===== src/rtl/mem_arbiter.sv =====
// mem_arbiter: shares one memory port between the instruction-fetch and data
// (MEM) pipeline stages. MEM requests win over fetches; each bus transaction
// is aborted with a one-cycle bus_err pulse if bus_ack does not arrive within
// ACK_TIMEOUT busy cycles.
//
// Ports
//   clk, rst            clock, asynchronous active-low reset
//   stall[5:0]          pipeline stall vector (bit 1 IF/ID held, bit 4 MEM/WB held)
//   if_ce, if_addr      fetch request / address
//   if_rdata            fetched instruction (registered)
//   stallreq_if         fetch not yet complete
//   mem_ce, mem_we, mem_sel, mem_addr, mem_wdata   data access request
//   mem_rdata           load data (registered)
//   stallreq_mem        data access not yet complete
//   bus_req, bus_we, bus_sel, bus_addr, bus_wdata  shared memory port (registered)
//   bus_ack, bus_rdata  memory response
//   bus_err             one-cycle pulse on timeout abort
`timescale 1ns/1ps

module mem_arbiter #(
  parameter int unsigned DATA_W      = 32,
  parameter int unsigned ACK_TIMEOUT = 255
) (
  input  logic              clk,
  input  logic              rst,
  input  logic [5:0]        stall,
  input  logic              if_ce,
  input  logic [DATA_W-1:0] if_addr,
  output logic [DATA_W-1:0] if_rdata,
  output logic              stallreq_if,
  input  logic              mem_ce,
  input  logic              mem_we,
  input  logic [3:0]        mem_sel,
  input  logic [DATA_W-1:0] mem_addr,
  input  logic [DATA_W-1:0] mem_wdata,
  output logic [DATA_W-1:0] mem_rdata,
  output logic              stallreq_mem,
  output logic              bus_req,
  output logic              bus_we,
  output logic [3:0]        bus_sel,
  output logic [DATA_W-1:0] bus_addr,
  output logic [DATA_W-1:0] bus_wdata,
  input  logic              bus_ack,
  input  logic [DATA_W-1:0] bus_rdata,
  output logic              bus_err
);

  localparam int unsigned CNT_W = (ACK_TIMEOUT > 1) ? $clog2(ACK_TIMEOUT + 1) : 1;
  localparam logic [CNT_W-1:0] CNT_LAST = CNT_W'(ACK_TIMEOUT);

  typedef enum logic [1:0] {
    IDLE     = 2'd0,
    MEM_BUSY = 2'd1,
    IF_BUSY  = 2'd2
  } state_t;

  state_t            state_q, state_d;
  logic [CNT_W-1:0]  cnt_q, cnt_d, cnt_inc;
  logic              mem_done_q, mem_done_d;
  logic              if_done_q, if_done_d;
  logic              bus_req_d, bus_we_d, bus_err_d;
  logic [3:0]        bus_sel_d;
  logic [DATA_W-1:0] bus_addr_d, bus_wdata_d;
  logic [DATA_W-1:0] if_rdata_d, mem_rdata_d;

  // Only the IF/ID and MEM/WB hold bits matter here.
  logic unused_stall;
  assign unused_stall = ^{stall[5], stall[3:2], stall[0]};

  // Stall requests follow the registered done flags.
  assign stallreq_mem = mem_ce & ~mem_done_q;
  assign stallreq_if  = if_ce & ~if_done_q;

  // Next-state and next-output logic.
  always_comb begin
    state_d     = state_q;
    cnt_d       = cnt_q;
    cnt_inc     = cnt_q + CNT_W'(1);
    bus_req_d   = bus_req;
    bus_we_d    = bus_we;
    bus_sel_d   = bus_sel;
    bus_addr_d  = bus_addr;
    bus_wdata_d = bus_wdata;
    bus_err_d   = 1'b0;
    if_rdata_d  = if_rdata;
    mem_rdata_d = mem_rdata;
    // A done flag drops once its pipeline register advances; a completion
    // below on the same edge takes precedence.
    mem_done_d  = stall[4] ? mem_done_q : 1'b0;
    if_done_d   = stall[1] ? if_done_q  : 1'b0;

    case (state_q)
      IDLE: begin
        cnt_d = '0;
        if (mem_ce && !mem_done_q) begin
          state_d     = MEM_BUSY;
          bus_req_d   = 1'b1;
          bus_we_d    = mem_we;
          bus_sel_d   = mem_sel;
          bus_addr_d  = mem_addr;
          bus_wdata_d = mem_wdata;
        end else if (if_ce && !if_done_q) begin
          state_d     = IF_BUSY;
          bus_req_d   = 1'b1;
          bus_we_d    = 1'b0;
          bus_sel_d   = 4'hF;
          bus_addr_d  = if_addr;
          bus_wdata_d = '0;
        end
      end

      MEM_BUSY: begin
        if (bus_ack) begin
          if (!bus_we) mem_rdata_d = bus_rdata;
          mem_done_d = 1'b1;
          bus_req_d  = 1'b0;
          cnt_d      = '0;
          state_d    = IDLE;
        end else if (cnt_inc == CNT_LAST) begin
          mem_rdata_d = '0;
          mem_done_d  = 1'b1;
          bus_req_d   = 1'b0;
          bus_err_d   = 1'b1;
          cnt_d       = '0;
          state_d     = IDLE;
        end else begin
          cnt_d = cnt_inc;
        end
      end

      IF_BUSY: begin
        if (bus_ack) begin
          if_rdata_d = bus_rdata;
          if_done_d  = 1'b1;
          bus_req_d  = 1'b0;
          cnt_d      = '0;
          state_d    = IDLE;
        end else if (cnt_inc == CNT_LAST) begin
          if_rdata_d = '0;
          if_done_d  = 1'b1;
          bus_req_d  = 1'b0;
          bus_err_d  = 1'b1;
          cnt_d      = '0;
          state_d    = IDLE;
        end else begin
          cnt_d = cnt_inc;
        end
      end

      default: begin
        state_d   = IDLE;
        bus_req_d = 1'b0;
        cnt_d     = '0;
      end
    endcase
  end

  // State and output registers.
  always_ff @(posedge clk or negedge rst) begin
    if (!rst) begin
      state_q    <= IDLE;
      cnt_q      <= '0;
      mem_done_q <= 1'b0;
      if_done_q  <= 1'b0;
      bus_req    <= 1'b0;
      bus_we     <= 1'b0;
      bus_sel    <= '0;
      bus_addr   <= '0;
      bus_wdata  <= '0;
      bus_err    <= 1'b0;
      if_rdata   <= '0;
      mem_rdata  <= '0;
    end else begin
      state_q    <= state_d;
      cnt_q      <= cnt_d;
      mem_done_q <= mem_done_d;
      if_done_q  <= if_done_d;
      bus_req    <= bus_req_d;
      bus_we     <= bus_we_d;
      bus_sel    <= bus_sel_d;
      bus_addr   <= bus_addr_d;
      bus_wdata  <= bus_wdata_d;
      bus_err    <= bus_err_d;
      if_rdata   <= if_rdata_d;
      mem_rdata  <= mem_rdata_d;
    end
  end

endmodule


===== config.mk =====
export PLATFORM = sky130hd
export DESIGN_NAME = mem_arbiter
export DESIGN_NICKNAME = d
export VERILOG_FILES = /design/src/rtl/mem_arbiter.sv
export SDC_FILE = /design/constraint.sdc
export NUM_CORES = 1
export LEC_CHECK = 0
export BUFFER_PORTS_ARGS = -buffer_cell sky130_fd_sc_hd__buf_2
export CAP_MARGIN = 20
export CORE_MARGIN = 5
export CORE_UTILIZATION = 30
export CTS_CLUSTER_DIAMETER = 100
export DETAILED_ROUTE_END_ITERATION = 7
export HOLD_SLACK_MARGIN = 0.05
export PLACE_DENSITY = 0.57
export SLEW_MARGIN = 20
export SYNTH_ARGS = -nofsm -noshare
export SYNTH_HDL_FRONTEND = slang
export SYNTH_SLANG_ARGS = --single-unit

===== constraint.sdc =====
create_clock -name clk -period 1.8 [get_ports clk]
set_input_delay 0.36 -clock clk [delete_from_list [all_inputs] [get_ports clk]]
set_output_delay 0.36 -clock clk [all_outputs]
set_load 0.05 [all_outputs]

---- Word-level counts from Yosys, hierarchy flattened ----
Cells that the tools add are included.
cells by class
  add/sub/neg operators ................... 1
  equality and inequality tests ........... 6
  mux-type cells .......................... 36
  bitwise gates (word level) .............. 4
  reduce and logical (&&, ||, !) cells .... 12
operators by type and width
  operator                                              number
  2-to-1 mux 32 bit                                     8
  2-to-1 mux 8 bit                                      3
  2-to-1 mux 1 bit                                      17
  adder 8 x 1 -> 8 bit (second input constant)          1
  equality test 8 bit (second input constant)           1
  2-to-1 mux 2 bit                                      4
  2-to-1 mux 4 bit                                      2
  AND reduction 2 bit                                   3
  one-hot mux 2 bit (2 select lines)                    1
  nonzero test 2 bit                                    2
  != test 3 x 1 -> 1 bit (second input constant)        1
  != test 3 bit (second input constant)                 1
  AND reduction 3 bit                                   1
  bitwise AND 1 bit                                     2
  equality test 2 x 1 -> 1 bit (second input constant)  1
  equality test 2 bit (second input constant)           1
  logical AND 1 bit                                     2
  zero test 1 bit                                       2
  zero test 2 bit                                       1
  != test 2 bit (second input constant)                 1
  inverter 1 bit                                        2
  one-hot mux 1 bit (2 select lines)                    1
  OR reduction 2 bit                                    1
storage, ports and cells
  register bits ........................... 147
  output and inout bits ................... 137
  word-level logic and storage cells ...... 71

---- Depth between registers and ports, before layout ----
Gate-level depths: netlist of the first run.
  depth after elaboration ................. 5
  mapped depth ............................ 8
  gate-level depth less buffers ........... 6

---- Worst setup path after synthesis of the first run ----
Ideal clock, no wire load.
  path kind ............................... input to register
  start point ............................. input if_ce
  end point ............................... register bus_addr[23]
  arrival ................................. 2.075 ns
  required time ........................... 1.666 ns
  setup slack ............................. -0.409 ns
  stages on the path ...................... 6
  path buffers ............................ 2
  cell sequence ........................... nor2b_1 o21ai_1 clkbuf_1 buf_1 nand2_1 o21ai_0
on the way
  longest elaborated chain between the ends .. 3
RTL lines
  item                                  RTL line  source
  start, declared                       27        input logic if_ce,
  logical AND 1 bit                     102       end else if (if_ce && !if_done_q) begin
  nonzero test 2 bit (no source line)   --
  AND reduction 2 bit (no source line)  --
  end signal, assigned                  181       bus_addr <= bus_addr_d;
  end, declared                         41        output logic [DATA_W-1:0] bus_addr,
No other way between the ends.
A chain may end at the register's enable or synchronous reset.

---- Worst setup path in the final report of the first run ----
  start point ............................. register cnt_q[0]
  end point ............................... register bus_req
on the way
  longest elaborated chain between the ends .. 4
RTL lines
  item                                     RTL line  source
  start, declared                          58        logic [CNT_W-1:0] cnt_q, cnt_d, cnt_inc;
  start signal, assigned                   175       cnt_q <= cnt_d;
  adder 8 x 1 -> 8 bit                     78        cnt_inc = cnt_q + CNT_W'(1);
  equality test 8 bit                      119, 138
  != test 3 x 1 -> 1 bit (no source line)  --
  AND reduction 2 bit (no source line)     --
  end signal, assigned                     178       bus_req <= bus_req_d;
  end, declared                            38        output logic bus_req,
No other way between the ends.

==> load_flow_metrics.sql, run 1 <==
INSERT INTO impl_metrics (metric_group, metric, value, unit) VALUES
('run_status', 'run_status', 'finished with violations', ''),
('run_status', 'violations', 'negative setup slack', ''),
('final_layout', 'syn_to_final_growth', '39.7', '%'),
('sta', 'worst_pin_slew', '546', 'ps'),
('global_route', 'grt_first_pass_wirelength', '35400', 'um'),
('power_and_ir_drop', 'net_sw_power', '0.0111', 'W'),
('sta', 'unrepaired_setup_endpoints_after_global_routing', 'true', ''),
('sta', 'worst_slack', '-88.8', 'ps'),
('global_route', 'number_of_antenna_violations_at_the_first_check_in_global_routing', '2', ''),
('setup_path', 'cpMaxStageDelayCell', 'dfrtp_1', ''),
('global_route', 'grt_util_all_layers', '0.169', ''),
('placed_design', 'dp.cells', '1279', ''),
('power_and_ir_drop', 'comb_power_share', '0.560', ''),
('clock_tree', 'cts.clk_slew.worst_paths', '80', 'ps'),
('sta', 'achievable-frequency', '0.529', 'GHz'),
('setup_path', 'crit_path_frequent_cell', 'or3_1', ''),
('power_and_ir_drop', 'p_leak', '4.64', 'nW'),
('setup_path', 'worst_path_dominant_cell_family', 'simple AND/OR/NAND/NOR gates', ''),
('placed_design', 'dpl-instance-area', '9320', 'um2'),
('setup_path', 'reg2reg_depth', '6', ''),
('power_and_ir_drop', 'internal_power', '0.0102', 'W'),
('power_and_ir_drop', 'post-layout-total-power', '0.0213', 'W'),
('global_route', 'global_route.overflow_total', '0', ''),
('setup_path', 'regToRegSetupSlack', '-90', 'ps'),
('setup_path', 'crit_fanout', '4', ''),
('floorplan', 'core_area', '23500', 'um2'),
('setup_path', 'reg2reg_to', 'bus_req', ''),
('placed_design', 'place.gp.congestion', '0.772', ''),
('sta', 'finalWorstPathRequiredPeriod', '1890', 'ps'),
('detailed_routing', 'first_pass_iters', '4', ''),
('final_layout', 'post_layout_nonfiller_instances', '1318', ''),
('power_and_ir_drop', 'p_clk_frac', '0.171', ''),
('floorplan', 'pin_count', '281', ''),
('setup_path', 'worst_ep_arrival_time', '2230', 'ps'),
('logic_synthesis', 'yosys.cell_types.count', '36', ''),
('setup_path', 'crit_path_start_kind', 'register', ''),
('power_and_ir_drop', 'sw_frac_of_total', '0.521', ''),
('floorplan', 'fp.dieArea', '27200', 'um2'),
('setup_path', 'cp.required', '2140', 'ps'),
('final_layout', 'layout_commonest_cell', 'buf_2', ''),
('detailed_routing', 'drt-wirelength-per-cell', '17.5', 'um'),
('sta', 'hold_viol_final', '0', ''),
('clock_tree', 'clkLatencyLatePin', '430', 'ps'),
('power_and_ir_drop', 'relative_contribution_of_sequential_cells_to_total_power', '0.269', ''),
('min_path', 'min-delay-path-class', 'input port to register', ''),
('detailed_routing', 'wirelength', '23100', 'um'),
('detailed_routing', 'vias', '6159', ''),
('power_and_ir_drop', 'power.density', '2120', 'nW/um2'),
('clock_tree', 'cts_root_buffer', 'clkbuf_16', ''),
('logic_synthesis', 'synth-seq-cells', '147', ''),
('sta', 'finalSetupViolations', '74', ''),
('power_and_ir_drop', 'ir_worst_vdd', '0.00115', 'V'),
('clock_tree', 'ctsLongestPathBuffers', '2', ''),
('logic_synthesis', 'post_synthesis_area_per_instance', '10.5', 'um2'),
('clock_tree', 'tritoncts', 'yes', ''),
('global_route', 'number_of_global_route_vias_before_repair', '6180', ''),
('floorplan', 'dieWidth', '165', 'um'),
('sta', 'final_min_period_over_clock_period', '1.05', ''),
('setup_path', 'slowest_stage_delay_cp', '380', 'ps'),
('sta', 'slew_violations', '0', ''),
('clock_tree', 'h-tree-depth', '4', ''),
('detailed_routing', 'dr.first_iter.drc_count', '263', ''),
('placed_design', 'dpl.hpwl', '16800', 'um'),
('setup_path', 'timing.critical_path.to_type', 'register', ''),
('logic_synthesis', 'syn-instance-count', '683', ''),
('job', 'timing.max_cap.violations', '0', ''),
('logic_synthesis', 'syn_area', '7200', 'um2'),
('min_path', 'min_from', 'mem_wdata[17]', ''),
('placed_design', 'quantity_of_i_o_buffers_inserted_on_ports', '276', ''),
('setup_path', 'critical_path.n_buffers_inverters', '1', ''),
('min_path', 'hold-path-cell-count', '2', '');
## layout make-up
class,instances,area [um2]
diodes,1,2.50
clock buffers,17,425
clock inverters,15,184
fillers,2340,13500
inverters,4,15.0
multi-input cells,477,3260
flip-flops and latches,147,3680
well taps,319,399
repair buffers,338,2100
## Yosys cell counts, drive strengths merged
library cell	number	area share
a211o	1	0.0012
o22a	4	0.0049
inv	4	0.0021
ha	5	0.0087
xor2	4	0.0049
nor3	2	0.0014
o2bb2ai	2	0.0024
a22o	67	0.081
nor2	12	0.0066
and4	1	0.0012
a22oi	1	0.0017
xnor2	1	0.0012
and2	3	0.0028
or3	2	0.0017
nand4	2	0.0017
clkbuf	43	0.023
dfrtp	147	0.51
nand3	3	0.0021
nand2	34	0.018
mux2i	32	0.044
o21ai	101	0.096
and3	1	0.00087
o21bai	1	0.0010
nor2b	69	0.060
a21oi	65	0.045
buf	12	0.020
nand2b	64	0.056
## per-stage QoR
| stage | utilization | hold WS, ps |
|---|---|---|
| finish | 0.428 | 152 |
| global route | 0.428 | 132 |
| CTS | 0.423 | 132 |
| detailed placement | 0.396 | 368 |
| global placement | 0.396 | 367 |
| floorplan | - | 64.4 |
## cells by family after synthesis
group / synth area share
adder cells (fa/ha/maj): 0.00869
flip-flops: 0.511
AO/OA/AOI/OAI: 0.234
buffers and inverters: 0.0443
AND/OR/NAND/NOR: 0.152
multiplexers: 0.0445
XOR/XNOR: 0.00608
## routing by layer
metal,GRT usage,share of wire,vias to the layer above
li1,-,-,3005
met1,0.218,0.44,2926
met2,0.278,0.48,214
met3,0.0527,0.079,12
met4,0.0374,0.0085,2
met5,0,0.00056,-
## worst max path at each step
| stage | startpoint | to | slack (ps) | cells past startpoint |
|---|---|---|---|---|
| 4_1_cts | cnt_q[0] | bus_req | -90 | 6 |
| 5_1_grt | cnt_q[1] | mem_rdata[17] | -200 | 8 |
| 3_5_place_dp | cnt_q[2] | bus_req | -90 | 6 |
| 2_1_floorplan | cnt_q[4] | if_rdata[10] | 20 | 7 |
| 3_3_place_gp | cnt_q[0] | bus_req | -80 | 7 |
| 6_report | cnt_q[0] | bus_req | -90 | 6 |
## power groups by stage
stage	sequential (W)	clock [W]	combinational, W
2_1_floorplan	0.0104	0	0.00393
3_3_place_gp	0.00571	0	0.0120
3_5_place_dp	0.00574	0	0.0121
4_1_cts	0.00573	0.00375	0.0121
5_1_grt	0.00595	0.00390	0.0128
6_report	0.00573	0.00365	0.0119
## what timing repair did
action,4_1_cts,5_1_grt
resized for setup,17,9
pin swaps,15,16
cloned,0,2
endpoints found under the hold margin,38,0
hold buffers,1,0
setup endpoints to repair,70,78
buffers inserted,0,3
## registers in the layout, summed over array words and instances (netlist names)
register    cells
bus_err         1
if_rdata       32
mem_rdata      32
bus_wdata      32
mem_done_q      1
bus_req         1
bus_addr       32
if_done_q       1
bus_we          1
bus_sel         4
state_q         2
cnt_q           8
Note: power is estimated with default switching activity, not from simulation.
==> run 2: changes to the inputs <==
CORE_UTILIZATION = 45   (was 30)
MAX_ROUTING_LAYER = met4   (was not set)
PLACE_DENSITY = 0.79   (was 0.57)
==> run 2 against run 1 <==
Net effect: the run still ends with negative setup slack left; utilization grew 19 points; global-route usage grew 6.4 points; first-iteration DRC count grew 35%; non-clock buffer count shrank 10; final cell count is 8.5% lower; critical path type unchanged; largest power group unchanged.
==> load_flow_metrics.sql, run 2 (synthesis gave the netlist of run 1 again) <==
INSERT INTO impl_metrics (metric_group, metric, value, unit) VALUES
('power_and_ir_drop', 'net_sw_power', '0.0108', 'W'),
('run_status', 'run_status', 'finished with violations', ''),
('final_layout', 'design_area_final', '9800', 'um2'),
('sta', 'slew_violations', '0', ''),
('sta', 'unrepaired_setup_endpoints_after_global_routing', 'true', ''),
('detailed_routing', 'avgViaCountPerCell', '5.21', ''),
('setup_path', 'crit_path_cell_trace', 'nand4_1, or3_4, a211o_4, nor2_4, buf_12, buf_12, o21ai_1', ''),
('clock_tree', 'h-tree-depth', '4', ''),
('global_route', 'number_of_global_route_vias_before_repair', '6305', ''),
('clock_tree', 'cts_root_buffer', 'clkbuf_16', ''),
('setup_path', 'crit_path_start_kind', 'register', ''),
('placed_design', 'dp.cells', '1165', ''),
('sta', 'finalSetupViolations', '67', ''),
('placed_design', 'place.gp.congestion', '0.807', ''),
('power_and_ir_drop', 'power.density', '2150', 'nW/um2'),
('setup_path', 'timing.critical_path.from', 'cnt_q[4]', ''),
('sta', 'tns', '-4250', 'ps'),
('power_and_ir_drop', 'internal_power', '0.0103', 'W'),
('power_and_ir_drop', 'p_clk_frac', '0.171', ''),
('min_path', 'min_from', 'mem_wdata[12]', ''),
('setup_path', 'worst_path_dominant_cell_family', 'simple AND/OR/NAND/NOR gates', ''),
('setup_path', 'path_class', 'register to register', ''),
('power_and_ir_drop', 'sw_frac_of_total', '0.513', ''),
('min_path', 'hold_crit_endpoint', 'bus_wdata[12]', ''),
('detailed_routing', 'drc', '0', ''),
('sta', 'hold_viol_final', '0', ''),
('power_and_ir_drop', 'p_leak', '4.57', 'nW'),
('final_layout', 'layout_commonest_cell', 'buf_2', ''),
('clock_tree', 'tritoncts', 'yes', ''),
('detailed_routing', 'vias', '6287', ''),
('global_route', 'global_route.overflow_total', '0', ''),
('floorplan', 'dieWidth', '137', 'um'),
('sta', 'achievable-frequency', '0.530', 'GHz'),
('clock_tree', 'clock_sink_count', '147', ''),
('global_route', 'grt_first_pass_wirelength', '32700', 'um'),
('detailed_routing', 'first_pass_iters', '4', ''),
('min_path', 'hold-path-cell-count', '2', ''),
('floorplan', 'core_area', '15800', 'um2'),
('setup_path', 'cp.required', '2100', 'ps'),
('final_layout', 'final_nets', '1124', ''),
('detailed_routing', 'drtAntennaViolNets', '0', ''),
('sta', 'timing.hold.ws', '164', 'ps'),
('power_and_ir_drop', 'ir_worst_vdd', '0.00150', 'V'),
('power_and_ir_drop', 'comb_power_share', '0.555', ''),
('setup_path', 'reg2reg_depth', '7', ''),
('setup_path', 'critical_path.n_buffers_inverters', '2', ''),
('final_layout', 'final_layout_size_suffix_gt1_frac', '0.430', ''),
('floorplan', 'start_util', '0.457', ''),
('placed_design', 'dpl.hpwl', '15300', 'um'),
('sta', 'worst_pin_slew', '432', 'ps'),
('setup_path', 'crit_fanout', '13', ''),
('sta', 'final_min_period_over_clock_period', '1.05', ''),
('setup_path', 'reg2reg_to', 'mem_rdata[21]', ''),
('floorplan', 'die_height', '137', 'um'),
('floorplan', 'pin_count', '281', ''),
('detailed_routing', 'dr.first_iter.drc_count', '356', ''),
('detailed_routing', 'drt-wirelength-per-cell', '17.7', 'um'),
('clock_tree', 'ctsLongestPathBuffers', '2', ''),
('sta', 'max_slew_margin', '0.712', ''),
('clock_tree', 'clkLatencyLatePin', '420', 'ps'),
('run_status', 'violations', 'negative setup slack', ''),
('setup_path', 'r2r-start', 'cnt_q[4]', ''),
('setup_path', 'timing.critical_path.to_type', 'register', ''),
('final_layout', 'post_layout_nonfiller_instances', '1206', ''),
('min_path', 'min-delay-path-class', 'input port to register', ''),
('detailed_routing', 'wirelength', '21300', 'um'),
('floorplan', 'core.rowCount', '46', ''),
('final_layout', 'commonest_cells_after_routing_fill_and_taps_aside', 'buf_2 (274), dfrtp_1 (146), a22o_1 (67)', ''),
('final_layout', 'syn_to_final_growth', '36.1', '%'),
('final_layout', 'filler_cell_count', '1322', ''),
('job', 'timing.max_cap.violations', '0', ''),
('placed_design', 'quantity_of_i_o_buffers_inserted_on_ports', '276', ''),
('global_route', 'pin_count_of_the_biggest_net_entering_global_routing', '52', ''),
('clock_tree', 'tritoncts.num_buffers', '17', ''),
('setup_path', 'slowest_stage_delay_cp', '400', 'ps'),
('sta', 'final.setup_skew', '15.3', 'ps'),
('placed_design', 'dpl-instance-area', '9070', 'um2'),
('setup_path', 'crit_path_frequent_cell', 'buf_12', ''),
('setup_path', 'critical_path_cell_count', '7', ''),
('setup_path', 'regToRegSetupSlack', '-90', 'ps'),
('global_route', 'grt_util_all_layers', '0.232', ''),
('sta', 'worst_slack', '-88.1', 'ps'),
('setup_path', 'worst_ep_arrival_time', '2180', 'ps'),
('setup_path', 'cpMaxStageDelayCell', 'or3_4', ''),
('power_and_ir_drop', 'relative_contribution_of_sequential_cells_to_total_power', '0.274', ''),
('sta', 'finalWorstPathRequiredPeriod', '1890', 'ps'),
('clock_tree', 'cts.clk_slew.worst_paths', '60', 'ps'),
('global_route', 'number_of_antenna_violations_at_the_first_check_in_global_routing', '2', ''),
('floorplan', 'fp.dieArea', '18600', 'um2');
-- run 2: worst max path at each step --
stage | slack [ps] | end
final | -90 | mem_rdata[21]
after detailed placement | -140 | bus_err
after CTS | -100 | if_rdata[29]
after global placement | -100 | bus_err
after floorplan | 20 | if_rdata[10]
after global routing | -170 | mem_rdata[10]
-- run 2: final cells by class --
type | count | area [um2] | area share
Tap cell | 216 | 270 | 0.0276
Sequential cell | 147 | 3680 | 0.375
Clock inverter | 15 | 171 | 0.0175
Multi-Input combinational cell | 477 | 3300 | 0.336
Inverter | 4 | 15.0 | 0.00153
Clock buffer | 17 | 425 | 0.0434
Antenna cell | 2 | 5.00 | 0.000510
Timing Repair Buffer | 328 | 1940 | 0.198
-- run 2: metrics by stage --
stage	worst slack [ps]	utilization	total power [W]
final	-88.1	0.622	0.0211
after global routing	-171	0.622	0.0222
after CTS	-99.1	0.617	0.0212
after detailed placement	-141	0.575	0.0175
after global placement	-101	0.575	0.0173
after floorplan	18.0	-	0.0144
-- run 2: timing repair --
item	in CTS	in global routing
buffers inserted	2	3
hold endpoints to repair	35	0
hold buffers	1	0
cloned	0	1
pin swaps	9	1
setup endpoints to repair	71	74
resized for setup	15	4
-- run 2: power groups by stage --
stage	combinational, W	clock (W)	sequential [W]
6_report	0.0117	0.00360	0.00576
2_1_floorplan	0.00393	0	0.0104
3_3_place_gp	0.0115	0	0.00573
5_1_grt	0.0125	0.00380	0.00597
4_1_cts	0.0118	0.00368	0.00575
3_5_place_dp	0.0117	0	0.00575
-- run 2: worst reg2reg max path, cell delays in order (launching register included) --
cell and delay [ps]:
dfrtp_1 350, nand4_1 130, or3_4 400, a211o_4 370, nor2_4 110, buf_12 160, buf_12 160, o21ai_1 80
-- run 2: routing by layer --
layer	share of wire	track usage
met1	0.43	0.301
met2	0.49	0.374
met3	0.065	0.0511
met4	0.015	0.0588
met5	0	-
